--- src/rtl/control_sequencer.sv ---
// control_sequencer: multi-cycle fetch/decode/execute control unit.
// Fetch runs T0-T2 and execute runs T3-T5. MUL/DIV add a T6 for the HI word.
// Strobes are decoded from the current state, and from IR where needed, so every
// strobe belongs to the current T-state. T1 also looks at mem_ready.
// Build option: define MULDIV_SEQ_EN to decode MUL/DIV and enable the T6 state.
// When it is undefined, MUL/DIV opcodes are illegal, and MUL, DIV, HIin, LOin
// and Zhighout stay at 0.
module control_sequencer (
  input  logic        Clock,
  input  logic        reset,
  input  logic        start,
  input  logic        stop,
  input  logic        mem_ready,
  input  logic [31:0] IR,
  output logic        PCout,
  output logic        MARin,
  output logic        IncPC,
  output logic        RZin,
  output logic        Read,
  output logic        MDRin,
  output logic        PCin,
  output logic        Zlowout,
  output logic        Zhighout,
  output logic        IRin,
  output logic        MDRout,
  output logic        RYin,
  output logic        HIin,
  output logic        LOin,
  output logic [15:0] GPRin,
  output logic [15:0] GPRout,
  output logic        ADD,
  output logic        SUB,
  output logic        SHR,
  output logic        SHL,
  output logic        ROR,
  output logic        ROL,
  output logic        AND,
  output logic        OR,
  output logic        MUL,
  output logic        DIV,
  output logic        NEGATE,
  output logic        NOT,
  output logic        run,
  output logic        done,
  output logic        illegal
);

  localparam int unsigned REG_W = 16;
  localparam int unsigned ALU_W = 12;
  localparam int unsigned OP_W  = 5;
  localparam int unsigned IDX_W = 4;

  localparam logic [2:0] S_IDLE = 3'd0;
  localparam logic [2:0] S_T0   = 3'd1;
  localparam logic [2:0] S_T1   = 3'd2;
  localparam logic [2:0] S_T2   = 3'd3;
  localparam logic [2:0] S_T3   = 3'd4;
  localparam logic [2:0] S_T4   = 3'd5;
  localparam logic [2:0] S_T5   = 3'd6;
  localparam logic [2:0] S_T6   = 3'd7;

  localparam logic [OP_W-1:0] OP_ADD  = 5'b00011;
  localparam logic [OP_W-1:0] OP_SUB  = 5'b00100;
  localparam logic [OP_W-1:0] OP_SHR  = 5'b00101;
  localparam logic [OP_W-1:0] OP_SHL  = 5'b00110;
  localparam logic [OP_W-1:0] OP_ROR  = 5'b00111;
  localparam logic [OP_W-1:0] OP_ROL  = 5'b01000;
  localparam logic [OP_W-1:0] OP_AND  = 5'b01001;
  localparam logic [OP_W-1:0] OP_OR   = 5'b01010;
  localparam logic [OP_W-1:0] OP_NEG  = 5'b10001;
  localparam logic [OP_W-1:0] OP_NOT  = 5'b10010;
  localparam logic [OP_W-1:0] OP_HALT = 5'b11011;

  // ALU select bit order: {ADD,SUB,SHR,SHL,ROR,ROL,AND,OR,MUL,DIV,NEGATE,NOT}
  localparam logic [ALU_W-1:0] ALU_ADD = 12'h800;
  localparam logic [ALU_W-1:0] ALU_SUB = 12'h400;
  localparam logic [ALU_W-1:0] ALU_SHR = 12'h200;
  localparam logic [ALU_W-1:0] ALU_SHL = 12'h100;
  localparam logic [ALU_W-1:0] ALU_ROR = 12'h080;
  localparam logic [ALU_W-1:0] ALU_ROL = 12'h040;
  localparam logic [ALU_W-1:0] ALU_AND = 12'h020;
  localparam logic [ALU_W-1:0] ALU_OR  = 12'h010;
  localparam logic [ALU_W-1:0] ALU_NEG = 12'h002;
  localparam logic [ALU_W-1:0] ALU_NOT = 12'h001;

`ifdef MULDIV_SEQ_EN
  localparam logic [OP_W-1:0]  OP_MUL  = 5'b01111;
  localparam logic [OP_W-1:0]  OP_DIV  = 5'b10000;
  localparam logic [ALU_W-1:0] ALU_MUL = 12'h008;
  localparam logic [ALU_W-1:0] ALU_DIV = 12'h004;
  logic op_muldiv;
`endif

  logic [2:0]       state;
  logic [2:0]       state_nxt;
  logic [OP_W-1:0]  opcode;
  logic [IDX_W-1:0] ra;
  logic [IDX_W-1:0] rb;
  logic [IDX_W-1:0] rc;
  logic [REG_W-1:0] ra_oh;
  logic [REG_W-1:0] rb_oh;
  logic [REG_W-1:0] rc_oh;
  logic [ALU_W-1:0] alu_sel;
  logic             op_legal;
  logic             op_unary;
  logic             op_halt;
  logic             ir_unused;

  assign opcode = IR[31:27];
  assign ra     = IR[26:23];
  assign rb     = IR[22:19];
  assign rc     = IR[18:15];
  assign ra_oh  = REG_W'(1) << ra;
  assign rb_oh  = REG_W'(1) << rb;
  assign rc_oh  = REG_W'(1) << rc;
  // The low IR bits hold immediates/offsets that this sequencer does not use.
  assign ir_unused = ^IR[14:0];

  // State register
  always_ff @(posedge Clock or negedge reset) begin
    if (!reset) state <= S_IDLE;
    else        state <= state_nxt;
  end

  // Opcode decode: ALU select, operand form, and legality
  always_comb begin
    alu_sel  = '0;
    op_legal = 1'b1;
    op_unary = 1'b0;
    op_halt  = 1'b0;
`ifdef MULDIV_SEQ_EN
    op_muldiv = 1'b0;
`endif
    case (opcode)
      OP_ADD:  alu_sel = ALU_ADD;
      OP_SUB:  alu_sel = ALU_SUB;
      OP_SHR:  alu_sel = ALU_SHR;
      OP_SHL:  alu_sel = ALU_SHL;
      OP_ROR:  alu_sel = ALU_ROR;
      OP_ROL:  alu_sel = ALU_ROL;
      OP_AND:  alu_sel = ALU_AND;
      OP_OR:   alu_sel = ALU_OR;
      OP_NEG:  begin alu_sel = ALU_NEG; op_unary = 1'b1; end
      OP_NOT:  begin alu_sel = ALU_NOT; op_unary = 1'b1; end
`ifdef MULDIV_SEQ_EN
      OP_MUL:  begin alu_sel = ALU_MUL; op_muldiv = 1'b1; end
      OP_DIV:  begin alu_sel = ALU_DIV; op_muldiv = 1'b1; end
`endif
      OP_HALT: op_halt = 1'b1;
      default: op_legal = 1'b0;
    endcase
  end

  // Next-state and per-state strobe decode
  always_comb begin
    state_nxt = state;
    {PCout, MARin, IncPC, RZin, Read, MDRin, PCin, Zlowout, Zhighout,
     IRin, MDRout, RYin, HIin, LOin} = '0;
    {ADD, SUB, SHR, SHL, ROR, ROL, AND, OR, MUL, DIV, NEGATE, NOT} = '0;
    GPRin   = '0;
    GPRout  = '0;
    done    = 1'b0;
    illegal = 1'b0;
    run     = (state != S_IDLE);
    case (state)
      S_IDLE: if (start) state_nxt = S_T0;
      S_T0: begin
        PCout = 1'b1; MARin = 1'b1; IncPC = 1'b1; RZin = 1'b1;
        state_nxt = S_T1;
      end
      S_T1: begin
        Read = 1'b1;
        if (mem_ready) begin
          MDRin = 1'b1; Zlowout = 1'b1; PCin = 1'b1;
          state_nxt = S_T2;
        end
      end
      S_T2: begin
        MDRout = 1'b1; IRin = 1'b1;
        if (op_halt)        state_nxt = S_IDLE;
        else if (!op_legal) begin illegal = 1'b1; state_nxt = S_T0; end
        else                state_nxt = S_T3;
      end
      S_T3: begin
        GPRout = rb_oh; RYin = 1'b1;
        state_nxt = S_T4;
      end
      S_T4: begin
        RZin = 1'b1;
        {ADD, SUB, SHR, SHL, ROR, ROL, AND, OR, MUL, DIV, NEGATE, NOT} = alu_sel;
        GPRout = op_unary ? rb_oh : rc_oh;
        state_nxt = S_T5;
      end
      S_T5: begin
`ifdef MULDIV_SEQ_EN
        if (op_muldiv) begin
          Zlowout = 1'b1; LOin = 1'b1;
          state_nxt = S_T6;
        end else
`endif
        begin
          Zlowout = 1'b1; GPRin = ra_oh; done = 1'b1;
          state_nxt = stop ? S_IDLE : S_T0;
        end
      end
`ifdef MULDIV_SEQ_EN
      S_T6: begin
        Zhighout = 1'b1; HIin = 1'b1; done = 1'b1;
        state_nxt = stop ? S_IDLE : S_T0;
      end
`else
      S_T6: state_nxt = S_IDLE;
`endif
      default: state_nxt = S_IDLE;
    endcase
  end

endmodule
--- config.mk ---
export PLATFORM = sky130hd
export DESIGN_NAME = control_sequencer
export DESIGN_NICKNAME = d
export VERILOG_FILES = /design/src/rtl/control_sequencer.sv
export SDC_FILE = /design/constraint.sdc
export NUM_CORES = 1
export LEC_CHECK = 0
export CAP_MARGIN = 10
export CORE_MARGIN = 1
export CORE_UTILIZATION = 30
export DETAILED_ROUTE_END_ITERATION = 8
export HOLD_SLACK_MARGIN = 0.03
export PLACE_DENSITY = 0.88
export SLEW_MARGIN = 25
export SYNTH_ARGS = -nofsm -noshare
export SYNTH_HDL_FRONTEND = slang
export SYNTH_SLANG_ARGS = --single-unit
--- constraint.sdc ---
create_clock -name Clock -period 4.6 [get_ports Clock]
set_clock_uncertainty 0.05 [all_clocks]
set_input_delay 0.92 -clock Clock [delete_from_list [all_inputs] [get_ports Clock]]
set_output_delay 0.92 -clock Clock [all_outputs]
set_load 0.02 [all_outputs]
Yosys cells after proc, flatten, opt, wreduce, memory -nomap -nowiden

Cells that the tools add are included.

Register bits: 3
Output and inout bits: 61
Logic and storage cells: 67

Equality and inequality tests: 20
Shift-type cells: 3
Multiplexer cells: 37
Reduce and logical (&&, ||, !) cells: 6

Operator list:

| kind                   | number |
|---|---|
| $pmux W12 S10          | 1 |
| $shl A1 B4 Y16 const A | 3 |
| $mux W16               | 2 |
| $pmux W16 S2           | 1 |
| $mux W1                | 27 |
| $pmux W3 S8            | 1 |
| $eq A5 B3 Y1 const B   | 4 |
| $eq A5 B4 Y1 const B   | 3 |
| $eq A5 B5 Y1 const B   | 3 |
| $eq A3 B3 Y1 const B   | 4 |
| $mux W3                | 4 |
| $reduce_or A11 Y1      | 1 |
| $eq A3 B2 Y1 const B   | 2 |
| $eq A5 B2 Y1 const B   | 1 |
| $ne A2 B2 Y1 const B   | 2 |
| $reduce_or A2 Y1       | 2 |
| $eq A3 B1 Y1 const B   | 1 |
| $logic_not A3 Y1       | 1 |
| $reduce_bool A3 Y1     | 1 |
| $pmux W1 S2            | 1 |
| $reduce_and A2 Y1      | 1 |

Depth between registers and ports, before layout

Word-level depth: 6
Mapped depth: 6
Depth with buffers taken out: 4

Least setup slack after synthesis

Ideal clock, no wire load.

Path kind: input -> output
Start point: input port IR[28]
End point: output port GPRout[0]
Data arrival time: 2.165 ns
Setup slack: 1.465 ns
Cell stages on the path: 5
Cell sequence: buf_4 > xor2_4 > a31o_4 > or3b_4 > o22ai_1

Word-level cells in the longest chain between the ends: 5

Ends and longest elaborated chain:

| what                         | line | text |
|---|---|---|
| from (decl)                  | 14   | `input logic [31:0] IR,` |
| $eq A5 B5 Y1                 | 134  | `case (opcode)` |
| $reduce_or A2 Y1 (no line) * | --   |  |
| $mux W1 *                    | 134  |  |
| $mux W16 *                   | 191  | `GPRout = op_unary ? rb_oh : rc_oh;` |
| $pmux W16 S2 *               | 165  | `case (state)` |
| to (decl)                    | 30   | `output logic [15:0] GPRout,` |

Mark *: on every way between the ends. The rest lies on a longest branch, timed or not.

Worst setup path after layout

Start point: input port IR[27]
End point: output port GPRout[5]

The elaborated chain is that of the path after synthesis.

==> key figures <==
Clock tree
  • Worst skew pair latency: 0.24 ns
  • Clk root buf: clkbuf_4
  • # resized after CTS: 0
  • Hold-fix buffers at CTS: 0
  • CTS clk-pin slew, worst paths: 0.03 ns
  • Max clock buf depth: 2
  • Num CTS Buffers: 3
  • CTS H-tree lvls: 1
  • Setup bufs post-CTS: 0
  • CTS tree: built
  • Clk sinks: 3

Floorplanning
  • Die Y: 55.3 um
  • IO Pins: 98
  • Row cnt: 18
  • Initial Util: 32.9%
  • Core ar.: 2590 um^2
  • DIE AREA: 3060 um^2
  • Die Width: 55.3 um

Synth
  • Seq cells post-synth: 3
  • Synth Warn #: 0
  • Synth Area in XOR/XNOR: 3.23%
  • Sequential share of the synthesized area: 8.80%
  • Distinct cells, synth: 39
  • Synthesized area: 853 um^2
  • Largest family of logic cells by synthesized area: simple AND/OR/NAND/NOR gates
  • Synth Area in Adders: 0%
  • Synth Area in Simple Gates: 49.6%
  • Number of synthesized flops with an enable pin: 0
  • Synth Instances: 130
  • Area contributors post-synth: nor2_1 (11%), buf_4 (8.8%), dfrtp_1 (8.8%)
  • Mean Syn Cell Area: 6.56 um^2
  • Count leader, synth: nor2_1
  • Post-synth top area share: 11.0%
  • List of most frequent post-synthesis cells: nor2_1 (25), o22ai_1 (12), buf_4 (10)
  • Synth Flop Type: dfrtp_1
  • Compound-Gate Fraction of Synth Area: 23.6%
  • Mux cell area share after synthesis: 0%
  • Synth area leader: nor2_1
  • Fraction of registers with async set/reset: 100%

Drt
  • Detailed Route WL: 2880 um
  • Initial DRC Count: 42
  • Routed WL per cell: 12.5 um
  • DRT antenna net count: 0
  • TritonRoute pass-1 iters: 6
  • DR vias: 1213
  • # DRC: 0
  • Via density per instance: 5.25

Power and ir drop
  • IR drop worst, VDD: 0.000333 V
  • Sequential Power Share: 14.7%
  • P_sw: 0.227 mW
  • Int Pwr: 0.246 mW
  • Combinational share of power: 75.3%
  • P_leak: 0.580 nW
  • Clk pwr share: 10.0%
  • Total power: 0.473 mW
  • Switching share of power: 48.1%
  • Pwr dens: 295 nW/um^2

Layout
  • Final nets: 239
  • Max reg flops: 3
  • Final Instance Area: 1600 um^2
  • Area taken by multi-input logic gates: 671 um^2
  • P&R area growth vs syn: 87.8%
  • Most flops, register: state
  • Fillers: 241
  • Inserted Diodes: 0
  • Largest registers: state x3
  • Layout cells sized above 1: 3.98%
  • Final Util: 61.9%
  • Finished Layout Cells: 231
  • Register area: 75.1 um^2

Setup path
  • Critical Path RT: 3.63 ns
  • Startpoint types: input port
  • Crit. End Element: output port
  • CP max FO: 9
  • Most frequent CP cell: clkdlybuf4s50_1
  • Max stage delay cell, worst path: clkdlybuf4s50_1
  • CP Cell Sequence: clkdlybuf4s50_1, xor2_4, a31o_4, or3b_4, o22ai_1, clkdlybuf4s50_1
  • CP max stage delay: 0.74 ns
  • Critical path class: in -> out
  • CP Data Arrival Time: 3.24 ns
  • Worst-case reg-to-reg path depth: 4

STA
  • Final Max Tran Viols: 0
  • Final setup fails: 0
  • Fin Setup TNS: 0 ns
  • FMAX: 237 MHz
  • RSZ-0062 raised after global routing: no
  • Hold Fails Final Rpt: 0
  • Min cycle time layout: 4.21 ns
  • Final Cycle Share: 91.6%

Hold path
  • Hold WC Path Type: reg -> reg
  • Cells on Worst Hold Path: 2

Place
  • Dpl hpwl: 2360 um
  • # port buffers: 77
  • Placed cell area: 1580 um^2
  • Placed cells: 227
  • GPL Wtd Cong: 0.824

Flow run
  • Max-Cap Viols: 0

Outcome
  • Status: complete, no violations

GRT
  • Initial antenna violation count: 0
  • All-Layer GR Usage: 18.3%
  • Pin count of the biggest net entering global routing: 12
  • Gr ovfl total: 0
  • First-pass GRT wire length: 4660 um
  • Vias in the first global route: 1061
final cells by class:
class / count / share of cell area, %
repair buffers: 77 / 48.1
multi-input cells: 111 / 41.8
flip-flops and latches: 3 / 4.68
well taps: 30 / 2.34
clock buffers: 4 / 1.64
inverters: 6 / 1.41
metrics by stage:
| stage | hold slack, ns | setup slack [ns] |
|---|---|---|
| 2_1_floorplan | 0.536 | 1.47 |
| 3_3_place_gp | 0.612 | 0.396 |
| 3_5_place_dp | 0.609 | 0.392 |
| 4_1_cts | 0.616 | 0.392 |
| 5_1_grt | 0.704 | 0.272 |
| 6_report | 0.625 | 0.387 |
critical path: cells and delay by family:
| family | cells | cell delay [ns] |
|---|---|---|
| AO/OA/AOI/OAI | 2 | 0.34 |
| AND/OR/NAND/NOR | 1 | 0.40 |
| XOR/XNOR | 1 | 0.22 |
| buffers and inverters | 2 | 1.37 |
power groups by stage:
stage                     clock, mW  sequential (mW)  combinational, mW
after floorplan                   0           0.0537              0.242
after global placement            0           0.0682              0.353
after detailed placement          0           0.0680              0.356
after CTS                    0.0485           0.0677              0.358
after global routing         0.0517           0.0738              0.380
final                        0.0473           0.0694              0.356
metal layers:
layer  wire [um]  global-route usage (%)
met2        1370                    31.2
met5           0                       0
met4          46                    7.86
met1        1240                    22.5
met3         229                    3.04
kinds of logic (layout without fill, tap and decap cells):
kind of cell           Yosys count  after routing
AND/OR/NAND/NOR                 79             79
AO/OA/AOI/OAI                   26             26
other                            1              5
XOR/XNOR                         1              1
buffers and inverters           20             87
flip-flops                       3              3
cells in the final DEF (no fill, tap or decap), types with 2 or more instances in the layout:
cell type | synthesis | routed
clkdlybuf4s50_1 | 0 | 77
nor2_1 | 25 | 25
o22ai_1 | 12 | 12
nand2_1 | 8 | 8
nand2b_1 | 8 | 8
nand3_1 | 8 | 8
inv_1 | 6 | 6
nor3_1 | 6 | 6
conb_1 | 1 | 5
o32ai_1 | 4 | 4
nand3b_1 | 4 | 4
clkbuf_4 | 0 | 3
dfrtp_1 | 3 | 3
or2_2 | 2 | 2
nor2b_1 | 2 | 2
nand4_1 | 2 | 2
and3b_1 | 2 | 2
nand4b_1 | 2 | 2
and2_1 | 2 | 2
a211o_1 | 2 | 2
path summary, 6_finish.rpt:
check	start	endpoint	slack [ns]
max in group asynchronous	reset	state[0]	3.54
min	state[0]	state[1]	0.62
min in group asynchronous	reset	state[2]	0.81
max reg2reg	state[0]	state[0]	3.20
min reg2reg	state[0]	state[1]	0.62
max	IR[27]	GPRout[5]	0.39
Note: power is estimated with default switching activity, not from simulation.
